[config.mk]
export PLATFORM = sky130hd
export DESIGN_NAME = rst_vector_sequencer
export DESIGN_NICKNAME = d
export VERILOG_FILES = /design/src/rtl/rst_vector_sequencer.sv
export SDC_FILE = /design/constraint.sdc
export NUM_CORES = 1
export LEC_CHECK = 0
export BUFFER_PORTS_ARGS = -buffer_cell sky130_fd_sc_hd__buf_4
export CORE_AREA = 2 2 76 78
export DETAILED_ROUTE_END_ITERATION = 8
export DIE_AREA = 0 0 78 80
export SLEW_MARGIN = 20
export SYNTH_ARGS = -nofsm -noshare
export SYNTH_HDL_FRONTEND = slang
export SYNTH_SLANG_ARGS = --single-unit
[constraint.sdc]
create_clock -name clk -period 2.8 [get_ports clk]
set_clock_uncertainty 0.05 [all_clocks]
set_input_delay 0.42 -clock clk [delete_from_list [all_inputs] [get_ports clk]]
set_output_delay 0.42 -clock clk [all_outputs]
set_load 0.01 [all_outputs]
[src/rtl/rst_vector_sequencer.sv]
// rst_vector_sequencer
//   Sequences an RST-opcode (or optional interrupt) entry: pushes the latched PC high byte,
//   then the low byte, then issues a single-cycle PC load to the selected vector.
//
// Configuration macro: RST_SEQ_IRQ_EN
//   defined   -> irq_req/irq_enable can start a sequence, irq_ack pulses during LOAD.
//   undefined -> only RST opcodes start sequences; irq inputs ignored, irq_ack stays 0.
//
// Ports
//   clk              clock, all state changes on its rising edge
//   not_reset        asynchronous active-low reset
//   not_decodingIn   decode-chain enable in (active low)
//   notCINT0_RST     RST opcode-class hit (active low)
//   OP5_3/notOP5_3   opcode bits 5:3 and their complement (OP5_3 selects the vector)
//   not_isXPT12      prefix qualifier (active low)
//   irq_req          level-sensitive interrupt requests, channel 0 has priority
//   irq_enable       global interrupt enable
//   pc               program counter, sampled when a sequence starts
//   push_ready       stack-write acceptance
//   not_decodingOut  decode-chain enable out (active low), high when claimed or busy
//   push_valid/push_data  stack-write strobe and byte
//   pc_load/pc_vector     PC load strobe and target
//   irq_ack          one-hot acknowledge, one cycle in LOAD for interrupt sequences
//   busy             high whenever a sequence is in progress
module rst_vector_sequencer #(
  parameter int unsigned NUM_IRQ      = 4,
  parameter int unsigned IRQ_BASE_IDX = 4,
  parameter int unsigned VEC_SHIFT    = 3
) (
  input  logic               clk,
  input  logic               not_reset,
  input  logic               not_decodingIn,
  input  logic               notCINT0_RST,
  input  logic [2:0]         OP5_3,
  input  logic [2:0]         notOP5_3,
  input  logic               not_isXPT12,
  input  logic [NUM_IRQ-1:0] irq_req,
  input  logic               irq_enable,
  input  logic [15:0]        pc,
  input  logic               push_ready,
  output logic               not_decodingOut,
  output logic               push_valid,
  output logic [7:0]         push_data,
  output logic               pc_load,
  output logic [15:0]        pc_vector,
  output logic [NUM_IRQ-1:0] irq_ack,
  output logic               busy
);

  typedef enum logic [1:0] {StIdle, StPushHi, StPushLo, StLoad} state_e;

  state_e               state_q, state_d;
  logic [2:0]           idx_q, idx_d;
  logic [15:0]          pc_q, pc_d;
  logic [NUM_IRQ-1:0]   chan_q, chan_d;
  logic                 src_irq_q, src_irq_d;

  logic                 push_valid_q, push_valid_d;
  logic [7:0]           push_data_q, push_data_d;
  logic                 pc_load_q, pc_load_d;
  logic [15:0]          pc_vector_q, pc_vector_d;
  logic [NUM_IRQ-1:0]   irq_ack_q, irq_ack_d;

  logic                 hit;
  logic                 irq_start;
  logic [NUM_IRQ-1:0]   irq_sel;
  logic [2:0]           irq_idx;

  // The complement opcode bits carry no extra information for vector selection.
  logic unused_notop;
  assign unused_notop = ^notOP5_3;

  assign busy            = (state_q != StIdle);
  assign hit             = ~not_decodingIn & ~notCINT0_RST & ~not_isXPT12 & (state_q == StIdle);
  assign not_decodingOut = not_decodingIn | hit | busy;

`ifdef RST_SEQ_IRQ_EN
  logic irq_any;

  // Descending scan so the lowest-numbered pending channel wins.
  always_comb begin
    irq_any = 1'b0;
    irq_sel = '0;
    irq_idx = '0;
    for (int i = NUM_IRQ - 1; i >= 0; i--) begin
      if (irq_req[i]) begin
        irq_any    = 1'b1;
        irq_sel    = '0;
        irq_sel[i] = 1'b1;
        irq_idx    = 3'((IRQ_BASE_IDX + i) % 8);
      end
    end
  end

  assign irq_start = irq_enable & irq_any;
`else
  logic unused_irq;
  assign unused_irq = ^{irq_req, irq_enable};
  assign irq_start  = 1'b0;
  assign irq_sel    = '0;
  assign irq_idx    = '0;
`endif

  // Next-state and latch update.
  always_comb begin
    state_d   = state_q;
    idx_d     = idx_q;
    pc_d      = pc_q;
    chan_d    = chan_q;
    src_irq_d = src_irq_q;
    case (state_q)
      StIdle: begin
        // RST opcode takes priority; a coincident interrupt stays pending.
        if (hit) begin
          idx_d     = OP5_3;
          pc_d      = pc;
          chan_d    = '0;
          src_irq_d = 1'b0;
          state_d   = StPushHi;
        end else if (irq_start) begin
          idx_d     = irq_idx;
          pc_d      = pc;
          chan_d    = irq_sel;
          src_irq_d = 1'b1;
          state_d   = StPushHi;
        end
      end
      StPushHi: if (push_ready) state_d = StPushLo;
      StPushLo: if (push_ready) state_d = StLoad;
      StLoad:   state_d = StIdle;
      default:  state_d = StIdle;
    endcase
  end

  // Outputs are registered: derive them from the state being entered.
  always_comb begin
    push_valid_d = (state_d == StPushHi) || (state_d == StPushLo);
    push_data_d  = '0;
    if (state_d == StPushHi) begin
      push_data_d = pc_d[15:8];
    end else if (state_d == StPushLo) begin
      push_data_d = pc_d[7:0];
    end
    pc_load_d   = (state_d == StLoad);
    pc_vector_d = '0;
    irq_ack_d   = '0;
    if (state_d == StLoad) begin
      pc_vector_d = 16'(idx_d) << VEC_SHIFT;
      if (src_irq_d) begin
        irq_ack_d = chan_d;
      end
    end
  end

  always_ff @(posedge clk or negedge not_reset) begin
    if (!not_reset) begin
      state_q      <= StIdle;
      idx_q        <= '0;
      pc_q         <= '0;
      chan_q       <= '0;
      src_irq_q    <= 1'b0;
      push_valid_q <= 1'b0;
      push_data_q  <= '0;
      pc_load_q    <= 1'b0;
      pc_vector_q  <= '0;
      irq_ack_q    <= '0;
    end else begin
      state_q      <= state_d;
      idx_q        <= idx_d;
      pc_q         <= pc_d;
      chan_q       <= chan_d;
      src_irq_q    <= src_irq_d;
      push_valid_q <= push_valid_d;
      push_data_q  <= push_data_d;
      pc_load_q    <= pc_load_d;
      pc_vector_q  <= pc_vector_d;
      irq_ack_q    <= irq_ack_d;
    end
  end

  assign push_valid = push_valid_q;
  assign push_data  = push_data_q;
  assign pc_load    = pc_load_q;
  assign pc_vector  = pc_vector_q;
  assign irq_ack    = irq_ack_q;

endmodule
# Word-level counts from Yosys, hierarchy flattened

Cells that the tools add are included.

Equality and inequality tests: 6
Muxes and demuxes: 17
Bitwise operators: 8
Reduce and logical (&&, ||, !) cells: 3

Operators by type and width:

| kind                                           | count |
|---|---|
| two-way mux 16 bit                             | 2 |
| two-way mux 4 bit                              | 4 |
| two-way mux 8 bit                              | 2 |
| == test 2 bit (second input constant)          | 4 |
| case mux 2 bit (4 select lines)                | 1 |
| two-way mux 2 bit                              | 3 |
| two-way mux 3 bit                              | 2 |
| two-way mux 6 bit                              | 1 |
| == test 2 x 1 -> 1 bit (second input constant) | 2 |
| AND 1 bit                                      | 3 |
| inverter 1 bit                                 | 3 |
| logical NOT 2 bit                              | 1 |
| two-way mux 1 bit                              | 2 |
| OR 1 bit                                       | 2 |
| nonzero test 2 bit                             | 1 |
| logical OR 1 bit                               | 1 |

Register bits: 56
Input bits: 33
Output and inout port bits: 32
Logic and storage cells: 44

# Longest topological paths before layout

Word-level depth: 9
Gate-level depth with buffers: 10
Gate-level depth less buffers: 7

# Worst setup path after synthesis

Ideal clock, no wire load.

Kind: reg-to-reg
Start point: register state_q[0]
End point: register push_data_q[0] (netlist: push_data[0])
Setup time: 0.078 ns
Data arrival time: 2.054 ns
Data required time: 2.672 ns
Path slack: 0.618 ns
Cell stages (with the launch flop): 11
Buffers on the path: 3
Period minus slack after synthesis: 2.182 ns
Path through: dfrtp_1 > nor3_4 > and2_1 > buf_6 > a221o_1 > ha_1 > buf_2 > nor2b_1 > buf_2 > a22oi_1 > a21oi_1

Longest elaborated chain between the ends: 7
Elaborated cells on any way between the ends: 15
Classes of those cells: eq/ne (5); mux (8); bitwise (1); reduce/logical (1)

Ends and longest elaborated chain:

| element                             | RTL line | source |
|---|---|---|
| from (decl)                         | 52       | `state_e state_q, state_d;` |
| from (signal assigned)              | 157      | `state_q <= StIdle;` |
| from (signal assigned)              | 168      | `state_q <= state_d;` |
| logical NOT 2 bit                   | 74, 111  |  |
| AND 1 bit                           | 74       | `assign hit = ~not_decodingIn & ~notCINT0_RST & ~not_isXPT12 & (state_q == StIdle);` |
| two-way mux 2 bit                   | 114      | `if (hit) begin` |
| case mux 2 bit (4 select lines) (*) | 111      | `case (state_q)` |
| net state_d[0]                      | 52       |  |
| == test 2 bit                       | 141      | `end else if (state_d == StPushLo) begin` |
| two-way mux 8 bit                   | 141      |  |
| two-way mux 8 bit (*)               | 139      | `if (state_d == StPushHi) begin` |
| net push_data_d[0]                  | 59       | `logic [7:0] push_data_q, push_data_d;` |
| to (signal assigned)                | 174      | `push_data_q <= push_data_d;` |
| to (decl)                           | 59       |  |

Mark *: on every way through the listed nets, which the timed path passes. The rest lies on a longest branch.

# Worst setup path in the final report

Start point: register state_q[0]
End point: register push_data_q[3] (netlist: push_data[3])

Same word-level chain as after synthesis.

==> metrics.csv <==
metric;value;unit
leakage;0.00121;uW
crit_chain;nor3_4 > and2_1 > a221o_1 > ha_1 > buf_4 > nor2b_1 > buf_4 > a222oi_1 > a21oi_1;
hpwl;2430;um
cp.buffers_inverters;2;
critical_path_arrival;2.47;ns
diodes;0;
worst_path_most_repeated_cell;buf_4;
fmax;0.426;GHz
clkTransAtPathRegs;0.09;ns
placementRows;27;
wirelength;3730;um
fp.dieH;80;um
wl_per_cell;14.1;um
reg2reg_slack;0.45;ns
cp_slowest_cell;dfrtp_1;
syn_area_per_cell;13.3;um^2
clock-sinks;43;
regArea;0.00108;mm^2
drive_gt1_share;40.9;%
setup_viol;0;
ys_ff_latch;43;
cp-start-kind;flip-flop;
root_buffer;clkbuf_8;
end_kind;flip-flop;
cp_data_required_time;2.92;ns
seq_area_frac_synth;54.6;%
htreeDepth;2;
layout.nets;228;
fill_cells;524;
insertion_delay;0.29;ns
vias;1266;
clockBufferDepth;2;
multi_input_area;759;um^2
first_global_vias;1197;
grt_pass1_wl;5930;um
crit_family;simple AND/OR/NAND/NOR gates;
yosysWarnings;0;
power.density;902;mW/mm^2
status;finished, final reports clean;
vdd_drop_max;0.260;mV
area_delta_synth_final;20.9;%
port_buffers;43;
antenna_found_initial;0;
grt_max_degree;44;
drc;0;
rsz0062_at_grt;no;
cts_resized;0;
dieArea;0.00624;mm^2
critPathMaxStageDelay;0.45;ns
tightestPinTransition;0.685;ns
syn-cell-area;0.00197;mm^2
vias_per_cell;4.78;
ys_types;31;
dr.pass1.iters;5;
whs;0.0567;ns
cts_tree;built;
period_share;83.9;%
max_slew_margin;54.1;%
start_util;36.5;%
place.gp.congestion;0.749;
first_iter_violations;95;
cp_max_fo;19;
antenna_left;0;
drv_slew;0;
cts_buffers;5;
holdCritPathClass;in2async;
min_period;2.35;ns
grt_overflow_total;0;
cts_setup_buffers;0;
io_pins;65;
hold_viol_final;0;
tns;0;ns
maxCapViolCount;0;
postCtsHoldBufs;0;
synthCells;148;
grt_usage;12.6;%
path_class;reg2reg;
coreArea;0.00541;mm^2
die_w;78;um
-- layout make-up --
type	instances	area share (%)
Clock buffer	5	2.89
Clock inverter	3	0.840
Inverter	2	0.315
Multi-Input combinational cell	92	31.9
Sequential cell	43	45.2
Tap cell	72	3.78
Timing Repair Buffer	48	15.1
-- cells in the final DEF, fill, tap and decap left out, types with 2 or more instances in the layout --
cell type   synthesis  routed
a21oi_1             7       7
a22oi_1             7       7
mux2i_1             3       3
a222oi_1            7       7
clkinvlp_4          0       2
and2_1              5       5
buf_4              14      48
conb_1              1      13
mux2_2              3       3
dfrtp_1            43      43
clkbuf_8            0       5
nor2_1              2       2
and3_1              4       4
inv_1               2       2
nand2_1             7       7
nor2b_1             3       3
mux2_4             16      16
ha_1                3       3
a221oi_1            2       2
-- flip-flops by register name, indices dropped and copies added, names as in the netlist --
name        flops
pc_q           16
push_data       8
chan_q          4
irq_ack         4
idx_q           3
pc_vector       3
state_q         2
pc_load         1
push_valid      1
src_irq_q       1
-- routing by layer --
metal / up-vias / share of wire [%] / wire [um] / global-route usage [%]
met3: 5 / 6.4 / 238 / 3.28
met2: 46 / 48 / 1790 / 20.6
met5: - / 0 / 0 / 0
met1: 626 / 44 / 1640 / 15.5
met4: 0 / 1.8 / 68 / 6.32
li1: 589 / - / - / -
-- cells in the mapped netlist --
library cell	count	share of area, %
a21boi_2	1	0.57
a21o_1	1	0.38
a21oi_1	7	1.8
a221o_1	1	0.51
a221oi_1	2	0.89
a222oi_1	7	3.6
a22oi_1	7	2.7
a31oi_1	1	0.32
and2_1	5	1.6
and3_1	4	1.3
and3b_1	1	0.44
buf_1	1	0.19
buf_2	3	0.76
buf_4	14	5.3
buf_6	4	2.3
clkbuf_1	1	0.19
conb_1	1	0.19
dfrtp_1	43	55
ha_1	3	1.9
inv_1	2	0.38
mux2_2	3	1.7
mux2_4	16	12
mux2i_1	3	1.5
nand2_1	7	1.3
nand2_2	1	0.32
nand3b_1	1	0.38
nor2_1	2	0.38
nor2b_1	3	0.95
nor3_4	1	0.83
o21ai_0	1	0.25
or2_2	1	0.32
-- final timing paths --
kind                                 startpoint                     end  cells past startpoint
max                        state_q[0]$_DFF_PN0_  push_data[3]$_DFF_PN0_                      9
min                                   not_reset  push_data[5]$_DFF_PN0_                      1
max reg2reg                state_q[0]$_DFF_PN0_  push_data[3]$_DFF_PN0_                      9
min reg2reg                 chan_q[1]$_DFF_PN0_     chan_q[1]$_DFF_PN0_                      1
max in group asynchronous             not_reset  push_data[7]$_DFF_PN0_                      1
min in group clk                       OP5_3[1]      idx_q[1]$_DFF_PN0_                      2
-- worst register-to-register path: cells and delay by family (launching register included) --
family	cells	cell delay, ns
flops	1	0.45
simple gates	3	0.59
compound gates	3	0.56
buf+inv	2	0.41
fa+ha+maj	1	0.16
-- power by group --
group | total (uW) | internal (uW) | switching (uW)
registers | 938 | 829 | 109
logic | 818 | 458 | 360
clock network | 392 | 174 | 218
-- per-stage QoR --
step,cells,setup WS (ns),util [%],total power (uW),area [um^2]
2_1_floorplan,160,0.618,-,1520,2020
3_3_place_gp,257,0.450,42.4,1760,2290
3_5_place_dp,257,0.448,42.4,1770,2290
4_1_cts,265,0.442,44.1,2170,2380
5_1_grt,265,0.294,44.1,2300,2380
6_report,265,0.451,44.1,2150,2380
-- cells by family (layout without fill, tap and decap cells) --
logic type      Yosys count  count (layout)  synth area share, %
other cells               1              13                0.190
flops                    43              43                 54.6
buf+inv                  25              58                 9.14
compound gates           28              28                 10.9
simple gates             26              26                 7.81
mux                      22              22                 15.4
fa+ha+maj                 3               3                 1.90
Power figures use the tool's default switching activity.
